File: src/rtl/prim_asm_pkg.sv
// Shared defaults, mode encodings and slot helpers for the primitive assembler.
package prim_asm_pkg;

   localparam int unsigned DATA_W_DEFAULT = 96;
   localparam int unsigned VERTS_DEFAULT  = 3;

   localparam logic MODE_LIST  = 1'b0;
   localparam logic MODE_STRIP = 1'b1;

   // Bit offset of a slot inside a packed multi-vertex bus.
   function automatic int unsigned slot_lsb(input int unsigned idx, input int unsigned width);
      return idx * width;
   endfunction

endpackage

File: src/rtl/prim_out_stage.sv
// Valid/ready holding register for assembled primitives, with strip winding swap
// and a count of primitives accepted downstream.
module prim_out_stage
   import prim_asm_pkg::*;
#(
   parameter int unsigned DATA_W = DATA_W_DEFAULT,
   parameter int unsigned VERTS  = VERTS_DEFAULT,
   parameter int unsigned CNT_W  = 16
) (
   input  logic                    clk,
   input  logic                    rst,
   input  logic                    load,
   input  logic                    swap,
   input  logic [VERTS*DATA_W-1:0] vertex_in,
   input  logic [VERTS*DATA_W-1:0] color_in,
   output logic                    can_load,
   input  logic                    out_ready,
   output logic                    out_valid,
   output logic [VERTS*DATA_W-1:0] vertex_out,
   output logic [VERTS*DATA_W-1:0] color_out,
   output logic [CNT_W-1:0]        prim_count
);

   logic                    valid_q, valid_d;
   logic [VERTS*DATA_W-1:0] vertex_q, vertex_d, color_q, color_d;
   logic [VERTS*DATA_W-1:0] vertex_sw, color_sw;
   logic [CNT_W-1:0]        count_q, count_d;
   logic                    accept;

   // Odd strip triangles swap their first two vertices to keep a consistent winding.
   always_comb begin
      vertex_sw = vertex_in;
      color_sw  = color_in;
      if (swap) begin
         vertex_sw[slot_lsb(0, DATA_W) +: DATA_W] = vertex_in[slot_lsb(1, DATA_W) +: DATA_W];
         vertex_sw[slot_lsb(1, DATA_W) +: DATA_W] = vertex_in[slot_lsb(0, DATA_W) +: DATA_W];
         color_sw[slot_lsb(0, DATA_W) +: DATA_W]  = color_in[slot_lsb(1, DATA_W) +: DATA_W];
         color_sw[slot_lsb(1, DATA_W) +: DATA_W]  = color_in[slot_lsb(0, DATA_W) +: DATA_W];
      end
   end

   always_comb begin
      accept   = valid_q && out_ready;
      valid_d  = valid_q;
      vertex_d = vertex_q;
      color_d  = color_q;
      count_d  = count_q + CNT_W'(accept);
      if (accept) begin
         valid_d = 1'b0;
      end
      if (load) begin
         valid_d  = 1'b1;
         vertex_d = vertex_sw;
         color_d  = color_sw;
      end
   end

   always_ff @(posedge clk or posedge rst) begin
      if (rst) begin
         valid_q  <= 1'b0;
         vertex_q <= '0;
         color_q  <= '0;
         count_q  <= '0;
      end else begin
         valid_q  <= valid_d;
         vertex_q <= vertex_d;
         color_q  <= color_d;
         count_q  <= count_d;
      end
   end

   assign can_load   = !valid_q || out_ready;
   assign out_valid  = valid_q;
   assign vertex_out = vertex_q;
   assign color_out  = color_q;
   assign prim_count = count_q;

endmodule

File: src/rtl/prim_assembler.sv
// Pops paired vertex/color words from two FIFOs and assembles VERTS-vertex primitives
// in list or strip order, handing them to a valid/ready output stage.
module prim_assembler
   import prim_asm_pkg::*;
#(
   parameter int unsigned DATA_W = DATA_W_DEFAULT,
   parameter int unsigned VERTS  = VERTS_DEFAULT,
   parameter int unsigned CNT_W  = 16
) (
   input  logic                    clk,
   input  logic                    rst,
   input  logic                    vertex_empty,
   input  logic                    color_empty,
   input  logic [DATA_W-1:0]       vertex_in,
   input  logic [DATA_W-1:0]       color_in,
   output logic                    vertex_rd_en,
   output logic                    color_rd_en,
   input  logic                    strip_mode,
   input  logic                    strip_restart,
   output logic                    out_valid,
   input  logic                    out_ready,
   output logic [VERTS*DATA_W-1:0] vertex_out,
   output logic [VERTS*DATA_W-1:0] color_out,
   output logic [CNT_W-1:0]        prim_count
);

   localparam int unsigned FW = $clog2(VERTS + 1);
   localparam int unsigned SW = FW + 1;

   logic [VERTS-1:0][DATA_W-1:0] vslot_q, vslot_d, cslot_q, cslot_d;
   logic [FW-1:0]                filled_q, filled_d;
   logic                         rd_en_q, rd_en_d;
   logic                         pending_q;
   logic                         parity_q, parity_d;
   logic                         mode_q, mode_d;
   logic                         can_load, transfer, idle, swap;

   always_comb begin
      transfer = (filled_q == FW'(VERTS)) && can_load;
      idle     = (filled_q == '0) && !rd_en_q && !pending_q;
      vslot_d  = vslot_q;
      cslot_d  = cslot_q;
      filled_d = filled_q;
      parity_d = parity_q;
      mode_d   = mode_q;

      if (transfer) begin
         if (mode_q == MODE_LIST) begin
            filled_d = '0;
         end else begin
            for (int unsigned i = 0; i + 1 < VERTS; i++) begin
               vslot_d[i] = vslot_q[i+1];
               cslot_d[i] = cslot_q[i+1];
            end
            filled_d = FW'(VERTS - 1);
            parity_d = !parity_q;
         end
      end

      // Read issue guarantees a capture never lands on a full collector.
      if (pending_q) begin
         for (int unsigned i = 0; i < VERTS; i++) begin
            if (filled_q == FW'(i)) begin
               vslot_d[i] = vertex_in;
               cslot_d[i] = color_in;
            end
         end
         filled_d = filled_q + 1'b1;
      end

      if (strip_restart) begin
         parity_d = 1'b0;
         filled_d = '0;
         if (pending_q) begin
            vslot_d[0] = vertex_in;
            cslot_d[0] = color_in;
            filled_d   = FW'(1);
         end
      end

      if (idle) begin
         mode_d = strip_mode;
      end

      // filled_d already includes this cycle's capture; rd_en_q is the read still in flight.
      rd_en_d = !vertex_empty && !color_empty && !strip_restart &&
                ((SW'(filled_d) + SW'(rd_en_q)) < SW'(VERTS));
   end

   always_ff @(posedge clk or posedge rst) begin
      if (rst) begin
         vslot_q   <= '0;
         cslot_q   <= '0;
         filled_q  <= '0;
         rd_en_q   <= 1'b0;
         pending_q <= 1'b0;
         parity_q  <= 1'b0;
         mode_q    <= MODE_LIST;
      end else begin
         vslot_q   <= vslot_d;
         cslot_q   <= cslot_d;
         filled_q  <= filled_d;
         rd_en_q   <= rd_en_d;
         pending_q <= rd_en_q;
         parity_q  <= parity_d;
         mode_q    <= mode_d;
      end
   end

   assign swap         = (mode_q == MODE_STRIP) && parity_q;
   assign vertex_rd_en = rd_en_q;
   assign color_rd_en  = rd_en_q;

   prim_out_stage #(
      .DATA_W (DATA_W),
      .VERTS  (VERTS),
      .CNT_W  (CNT_W)
   ) u_out_stage (
      .clk        (clk),
      .rst        (rst),
      .load       (transfer),
      .swap       (swap),
      .vertex_in  (vslot_q),
      .color_in   (cslot_q),
      .can_load   (can_load),
      .out_ready  (out_ready),
      .out_valid  (out_valid),
      .vertex_out (vertex_out),
      .color_out  (color_out),
      .prim_count (prim_count)
   );

endmodule

File: config.mk
export PLATFORM = sky130hd
export DESIGN_NAME = prim_assembler
export DESIGN_NICKNAME = d
export VERILOG_FILES = /design/src/rtl/prim_asm_pkg.sv /design/src/rtl/prim_out_stage.sv /design/src/rtl/prim_assembler.sv
export SDC_FILE = /design/constraint.sdc
export NUM_CORES = 2
export LEC_CHECK = 0
export CAP_MARGIN = 20
export CORE_ASPECT_RATIO = 1.1
export CORE_MARGIN = 10
export CORE_UTILIZATION = 38
export CTS_CLUSTER_DIAMETER = 40
export CTS_CLUSTER_SIZE = 8
export DETAILED_ROUTE_END_ITERATION = 10
export PLACE_DENSITY = 0.58
export SLEW_MARGIN = 20
export SYNTH_ARGS = -nofsm -noshare
export SYNTH_HDL_FRONTEND = slang
export SYNTH_SLANG_ARGS = --single-unit
File: constraint.sdc
create_clock -name clk -period 113.7 [get_ports clk]
set_input_delay 22.74 -clock clk [delete_from_list [all_inputs] [get_ports clk]]
set_output_delay 22.74 -clock clk [all_outputs]
set_load 0.05 [all_outputs]
==> flow_metrics.tcl <==
set metrics [dict create \
    synthesis.area_sq_um 51400 \
    grtUsageTotal 0.241 \
    clkTransAtPathRegs_ns 0.05 \
    period_share 0.233 \
    fillerInstances 12300 \
    synth_fp_nets 5427 \
    num_vias 44000 \
    drt_wl_total_um 188000 \
    drive_above_1_share 0.119 \
    first_pass_iters 7 \
    start_util 0.382 \
    final_cell_mix "dfrtp_1 (1175), clkdlybuf4s50_1 (793), nand2_1 (772)" \
    cts_inserted_buffers 184 \
    htreeDepth 4 \
    grt_pass1_vias 42500 \
    grt.overflow.total 0 \
    post_cts_buffers 0 \
    relSlewSlack 0.215 \
    avgSynthCellArea_sq_um 9.84 \
    reg2reg_depth 7 \
    yosys.area.top_type "dfrtp_1" \
    crit_type "input pin to flip-flop" \
    core_sq_um 134000 \
    row_count 141 \
    synth_cell_type_count 30 \
    max-cap-violations 0 \
    synth_warnings 0 \
    synth.top_cell.area_share 0.573 \
    power_density_nw_per_um2 30.3 \
    rsz0062_at_grt "no" \
    ctsResizeCount 0 \
    die_area_sq_um 150000 \
    clock_latency_ns 0.80 \
    layout_commonest_cell "dfrtp_1" \
    arrival_ns 27.08 \
    antenna_found_initial 35 \
    period_needed_ns 26.45 \
    io_buffers 793 \
    drtIter0Drc 3544 \
    status "complete, no violations" \
    finalHoldViolCount 0 \
    io_pins 794 \
    finalNetCount 5956 \
    holdBufCountCts 0 \
    fin_util 0.488 \
    cts.sinks 1175 \
    cts_max_path_buffers 3 \
    min_path_cells 1 \
    yosys-top-cells-area "dfrtp_1 (57%), a31oi_1 (9.4%), mux2_2 (8.2%)" \
    grt_start_max_net_pins 204 \
    postRouteAntennaNets 0 \
    required_ns 114.34 \
    worstMarginPinSlew_ns 1.18 \
    max_freq_mhz 37.8 \
    dp_hpwl_um 116000 \
    yosysSeqAreaShare 0.573 \
    peakVddDrop_v 0.0000218 \
    routed_via_density 5.76 \
    final_max_slew_viol_count 0 \
    fp.dieH_um 406 \
    place.gp.congestion 0.829 \
    fin_worst_skew_ns 0.0394 \
    grt_pass1_wl_um 283000 \
    cts_tree "done" \
    ys_ff_latch 1175 \
    hold_path.class "flip-flop to flip-flop" \
    setup_violations 0 \
    route.detailed.drc 0 \
    area_delta_synth_final_pct 27.6 \
    leakagePower_nw 27.1 \
    setup_tns_ns 0 \
    path_max_fanout 70 \
    root_buffer "clkbuf_16" \
    end_kind "flip-flop" \
    die_w_um 371 \
    wl_per_cell_um 24.6 \
    synth_cells 5220 \
    crit_path_start_kind "input pin" \
]
[synth_stat cells]
cell / count
dfrtp_1: 1175
nand2_1: 776
a31oi_1: 768
nand3_1: 389
nor2_1: 388
o21ai_0: 388
a21oi_1: 387
mux2_2: 376
clkbuf_1: 311
buf_2: 150
buf_1: 27
buf_4: 21
xor2_1: 10
mux2_1: 9
ha_1: 8
inv_1: 8
nor3_1: 4
xnor2_1: 4
and2_1: 3
buf_6: 3
nand4_1: 3
nor4_1: 3
or3_1: 2
a221oi_1: 1
nand2b_1: 1
nor2_8: 1
nor2b_1: 1
nor3b_1: 1
o21ai_1: 1
or4_1: 1
[logic make-up (layout without fill, tap and decap cells)]
kind of cell,Yosys count,after routing,share of synthesized area
adder cells (fa/ha/maj),8,8,0.00195
XOR/XNOR,14,14,0.00239
AO/OA/AOI/OAI,1545,1545,0.169
buffers and inverters,520,1138,0.0436
other,0,14,0
AND/OR/NAND/NOR,1573,1573,0.126
flip-flops,1175,1175,0.573
multiplexers,385,385,0.0844
[critical path, cell delays in order]
cell and delay (ns):
clkdlybuf4s50_1 0.54, nor2b_4 0.15, nor2_8 0.66, buf_4 0.82, buf_4 0.79, buf_4 0.79
mux2_2 0.41
[routing by layer]
layer,vias to the layer above,part of all wire,global-route usage
li1,19600,-,-
met1,22400,0.41,0.312
met3,357,0.081,0.0715
met4,30,0.045,0.110
met5,-,0.0011,0
met2,1643,0.46,0.370
[registers in the layout, indices dropped and copies added (netlist names), 2 cells and up]
| name | cells |
|---|---|
| vslot_q | 288 |
| u_out_stage.color_out | 288 |
| u_out_stage.vertex_out | 288 |
| u_out_stage.prim_count | 16 |
| filled_q | 2 |
| cslot_q | 288 |
[through the flow]
stage          area [sq um]  hold WS, ns  setup slack, ns  total power, W  std cells
6_report              65500        0.472            87.25         0.00199       7639
5_1_grt               65500        0.492            86.90         0.00208       7638
4_1_cts               65500        0.476            87.32         0.00200       7625
3_5_place_dp          60000        0.468            86.47         0.00148       7350
3_3_place_gp          60000        0.461            86.46         0.00147       7350
2_1_floorplan         51400        0.481            57.86         0.00116       5220
[path summary, 6_finish.rpt]
check,endpoint,from,slack (ns)
worst max-delay path,u_out_stage.color_out[277],out_ready,87.25
worst min-delay path,u_out_stage.prim_count[15],u_out_stage.prim_count[15],0.47
worst max register to register,u_out_stage.color_out[277],filled_q[0],109.03
worst min register to register,u_out_stage.prim_count[15],u_out_stage.prim_count[15],0.47
max in group asynchronous,u_out_stage.color_out[243],rst,87.52
min in group asynchronous,u_out_stage.prim_count[15],rst,22.50
[area by class of cell]
type                            count  area [sq um]  share of cell area
Antenna cell                       14          35.0            0.000535
Inverter                            8          37.5            0.000573
Tap cell                         1787          2240              0.0341
Timing Repair Buffer              855          8510               0.130
Sequential cell                  1175         29400               0.449
Clock buffer                      238          5070              0.0774
Clock inverter                     37           443             0.00676
Multi-Input combinational cell   3525         19800               0.302
[where the power goes]
group	leakage (nW)	internal, W	switching (W)
combinational	10.5	0.000257	0.000504
sequential	13.9	0.000574	0.000137
clock	2.71	0.000320	0.000196
No activity file was read; power rests on OpenSTA's default activity.
==> variant, RTL diff (config.mk and constraints unchanged) <==
Reset style: synchronous (`rst`), changed in 2 clocked blocks.
--- a/src/rtl/prim_out_stage.sv
+++ b/src/rtl/prim_out_stage.sv
@@ -55,7 +55,7 @@
       end
    end
 
-   always_ff @(posedge clk or posedge rst) begin
+   always_ff @(posedge clk) begin
       if (rst) begin
          valid_q  <= 1'b0;
          vertex_q <= '0;
--- a/src/rtl/prim_assembler.sv
+++ b/src/rtl/prim_assembler.sv
@@ -87,7 +87,7 @@
                 ((SW'(filled_d) + SW'(rd_en_q)) < SW'(VERTS));
    end
 
-   always_ff @(posedge clk or posedge rst) begin
+   always_ff @(posedge clk) begin
       if (rst) begin
          vslot_q   <= '0;
          cslot_q   <= '0;
Function: not settled (the Yosys comparison gave no result); the edit may change what the design does.
==> variant against the unedited design <==
Count of clock-buffer cells in the layout fell by 4. Synthesized cell count rose by 19%. Cell count up 9.0%. Design area decreased by 4.5%. Critical path depth grew 2. Register-to-register slack lost 0.91 ns. Area after synthesis is 3.5% lower. Setup slack worse by 1.4 ns. Routed wire length up 5.5%. Via count grew 13%. Sequential cell count did not move.
Power is not compared: it rests on default switching activity, and its combinational part moved more than twofold at a synthesized area within 25%.
==> variant: results (changes against the unedited design) <==
{| class="wikitable"
! Metric !! Value
|-
| Nets || 6752 (was 5956)
|-
| Wl on met1 || 84140 µm (was 77350 µm)
|-
| Fraction of final layout cells sized beyond drive strength 1 || 4.740% (was 11.87%)
|-
| Most instantiated cells after synthesis || sky130_fd_sc_hd__dfxtp_1 (1175), sky130_fd_sc_hd__nand2_1 (1160), sky130_fd_sc_hd__a21oi_1 (779), sky130_fd_sc_hd__a311oi_1 (768), sky130_fd_sc_hd__nand3_1 (582) (was sky130_fd_sc_hd__dfrtp_1 (1175), sky130_fd_sc_hd__nand2_1 (776), sky130_fd_sc_hd__a31oi_1 (768), sky130_fd_sc_hd__nand3_1 (389))
|-
| Critical-path top delay cell || sky130_fd_sc_hd__buf_4 (unchanged)
|-
| # port buffers || 793 (unchanged)
|-
| Setup Slack @ Placement || 85.12 ns (was 86.47 ns)
|-
| CP arrival || 28.49 ns (was 27.08 ns)
|-
| Routed Wire Length || 198000 µm (was 187700 µm)
|-
| Result of the run || completed (unchanged)
|-
| Count of vias placed by the detailed router || 49710 (was 44020)
|-
| Global-route wire length before repair || 296200 µm (was 282600 µm)
|-
| Average size of a mapped cell || 7.949 µm² (was 9.838 µm²)
|-
| Met3 routed WL || 19430 µm (was 15190 µm)
|-
| Largest net degree at the start of global routing || 216 (was 204)
|-
| Total instance count after detailed placement || 8041 (was 7350)
|-
| Final weighted congestion of routability-driven global placement || 0.8337 (was 0.8294)
|-
| Net count after synthesis || 6439 (was 5427)
|-
| Routed via count divided by cell count || 5.971 (was 5.763)
|-
| Number of global-route vias before repair || 45890 (was 42450)
|-
| Warning count from the yosys run || 0 (unchanged)
|-
| Post-synthesis sequential area ratio || 47.48% (was 57.26%)
|-
| Starting DRT DRC Count || 5439 (was 3544)
|-
| Fraction of synthesis flops using an asynchronous set or reset pin || 0% (was 100.0%)
|-
| Rel. slew slack || 18.47% (was 21.49%)
|-
| Clock Skew || 0.02556 ns (was 0.03938 ns)
|-
| Total CTS buffers || 182 (was 184)
|-
| Number of antenna violations at the first check in global routing || 39 (was 35)
|-
| DR pass1 iterations || 6 (was 7)
|-
| Leading post-synthesis cells by cell area || sky130_fd_sc_hd__dfxtp_1 (47%), sky130_fd_sc_hd__a311oi_1 (14%), sky130_fd_sc_hd__nand2_1 (8.8%) (was sky130_fd_sc_hd__dfrtp_1 (57%), sky130_fd_sc_hd__a31oi_1 (9.4%), sky130_fd_sc_hd__mux2_2 (8.2%))
|-
| Number of distinct standard cells referenced by the synthesized netlist || 39 (was 30)
|-
| Crit path max fanout || 90 (was 70)
|-
| Met2 Wirelength || 88410 µm (was 86450 µm)
|-
| Total track usage || 25.65% (was 24.08%)
|-
| Later-pin clock latency in the skew report || 0.79 ns
|-
| DP HPWL || 117400 µm (was 116000 µm)
|-
| Clock-pin slew on the worst setup and hold paths || 0.05 ns (about the same)
|-
| Final-layout fill cell count || 12340 (was 12310)
|-
| Max stage delay on crit path || 0.89 ns (was 0.82 ns)
|}
## variant: cell types whose count changed in the layout (fill, tap and decap cells not counted), sizes merged, moves of 7 or more
cell	delta
dfrtp	-1175
o21ai	+194
a31oi	-768
nor2b	+7
a311oi	+768
nand2	+385
dfxtp	+1175
mux2	-381
a21oi	+392
xor2	-8
diode	+7
clkinv	-7
nand3	+193
## variant: path summary, 6_finish.rpt
kind	from	slack, ns	endpoint	cells after the start
worst min-delay path	vslot_q[252]	0.46	u_out_stage.vertex_out[252]	2
worst max-delay path	out_ready	85.88	vslot_q[163]	9
worst max register to register	u_out_stage.out_valid	108.12	vslot_q[163]	8
worst min register to register	vslot_q[252]	0.46	u_out_stage.vertex_out[252]	2
## variant: critical path, delay by kind of cell
family          cells  cell delay [ns]
buf+inv             6             4.46
compound gates      1             0.33
simple gates        2             0.65
## variant: kinds of logic (layout without fill, tap and decap cells)
group | count (synthesis) | in the layout | synth area share [%]
simple gates | 2167 | 2167 | 18.11
compound gates | 2139 | 2139 | 27.50
flops | 1175 | 1175 | 47.48
buf+inv | 735 | 1128 | 6.547
fa+ha+maj | 8 | 8 | 0.2021
mux | 5 | 5 | 0.1111
xor+xnor | 3 | 3 | 0.05305
other cells | 0 | 21 | 0
## variant: layout make-up
class | instances | area, µm² | share of cell area, %
Antenna cell | 21 | 52.55 | 0.08401
Sequential cell | 1175 | 23520 | 37.60
Multi-Input combinational cell | 4322 | 22840 | 36.52
Clock inverter | 30 | 469.2 | 0.7500
Timing Repair Buffer | 858 | 8563 | 13.69
Clock buffer | 234 | 4975 | 7.952
Tap cell | 1680 | 2102 | 3.360
Inverter | 6 | 27.53 | 0.04400
## variant: metal layers
layer / global-route usage (%) / vias to the layer above
met4: 9.363 / 34
met2: 38.76 / 1979
met5: 0 / -
met1: 34.19 / 24210
li1: - / 23180
met3: 7.902 / 304
## variant: per-stage QoR
step           instance area [µm²]  total power, W
3_5_place_dp                 57050       0.0004458
4_1_cts                      62500       0.0009606
2_1_floorplan                49540       0.0004328
6_report                     62560       0.0009528
3_3_place_gp                 57050       0.0004458
5_1_grt                      62550       0.0009788
## variant: power breakdown
group          leakage (nW)  switching [W]  internal, W
clock                  2.66       0.000193     0.000322
combinational          6.26      0.0000137   0.00000859
sequential             9.47     0.00000128     0.000414
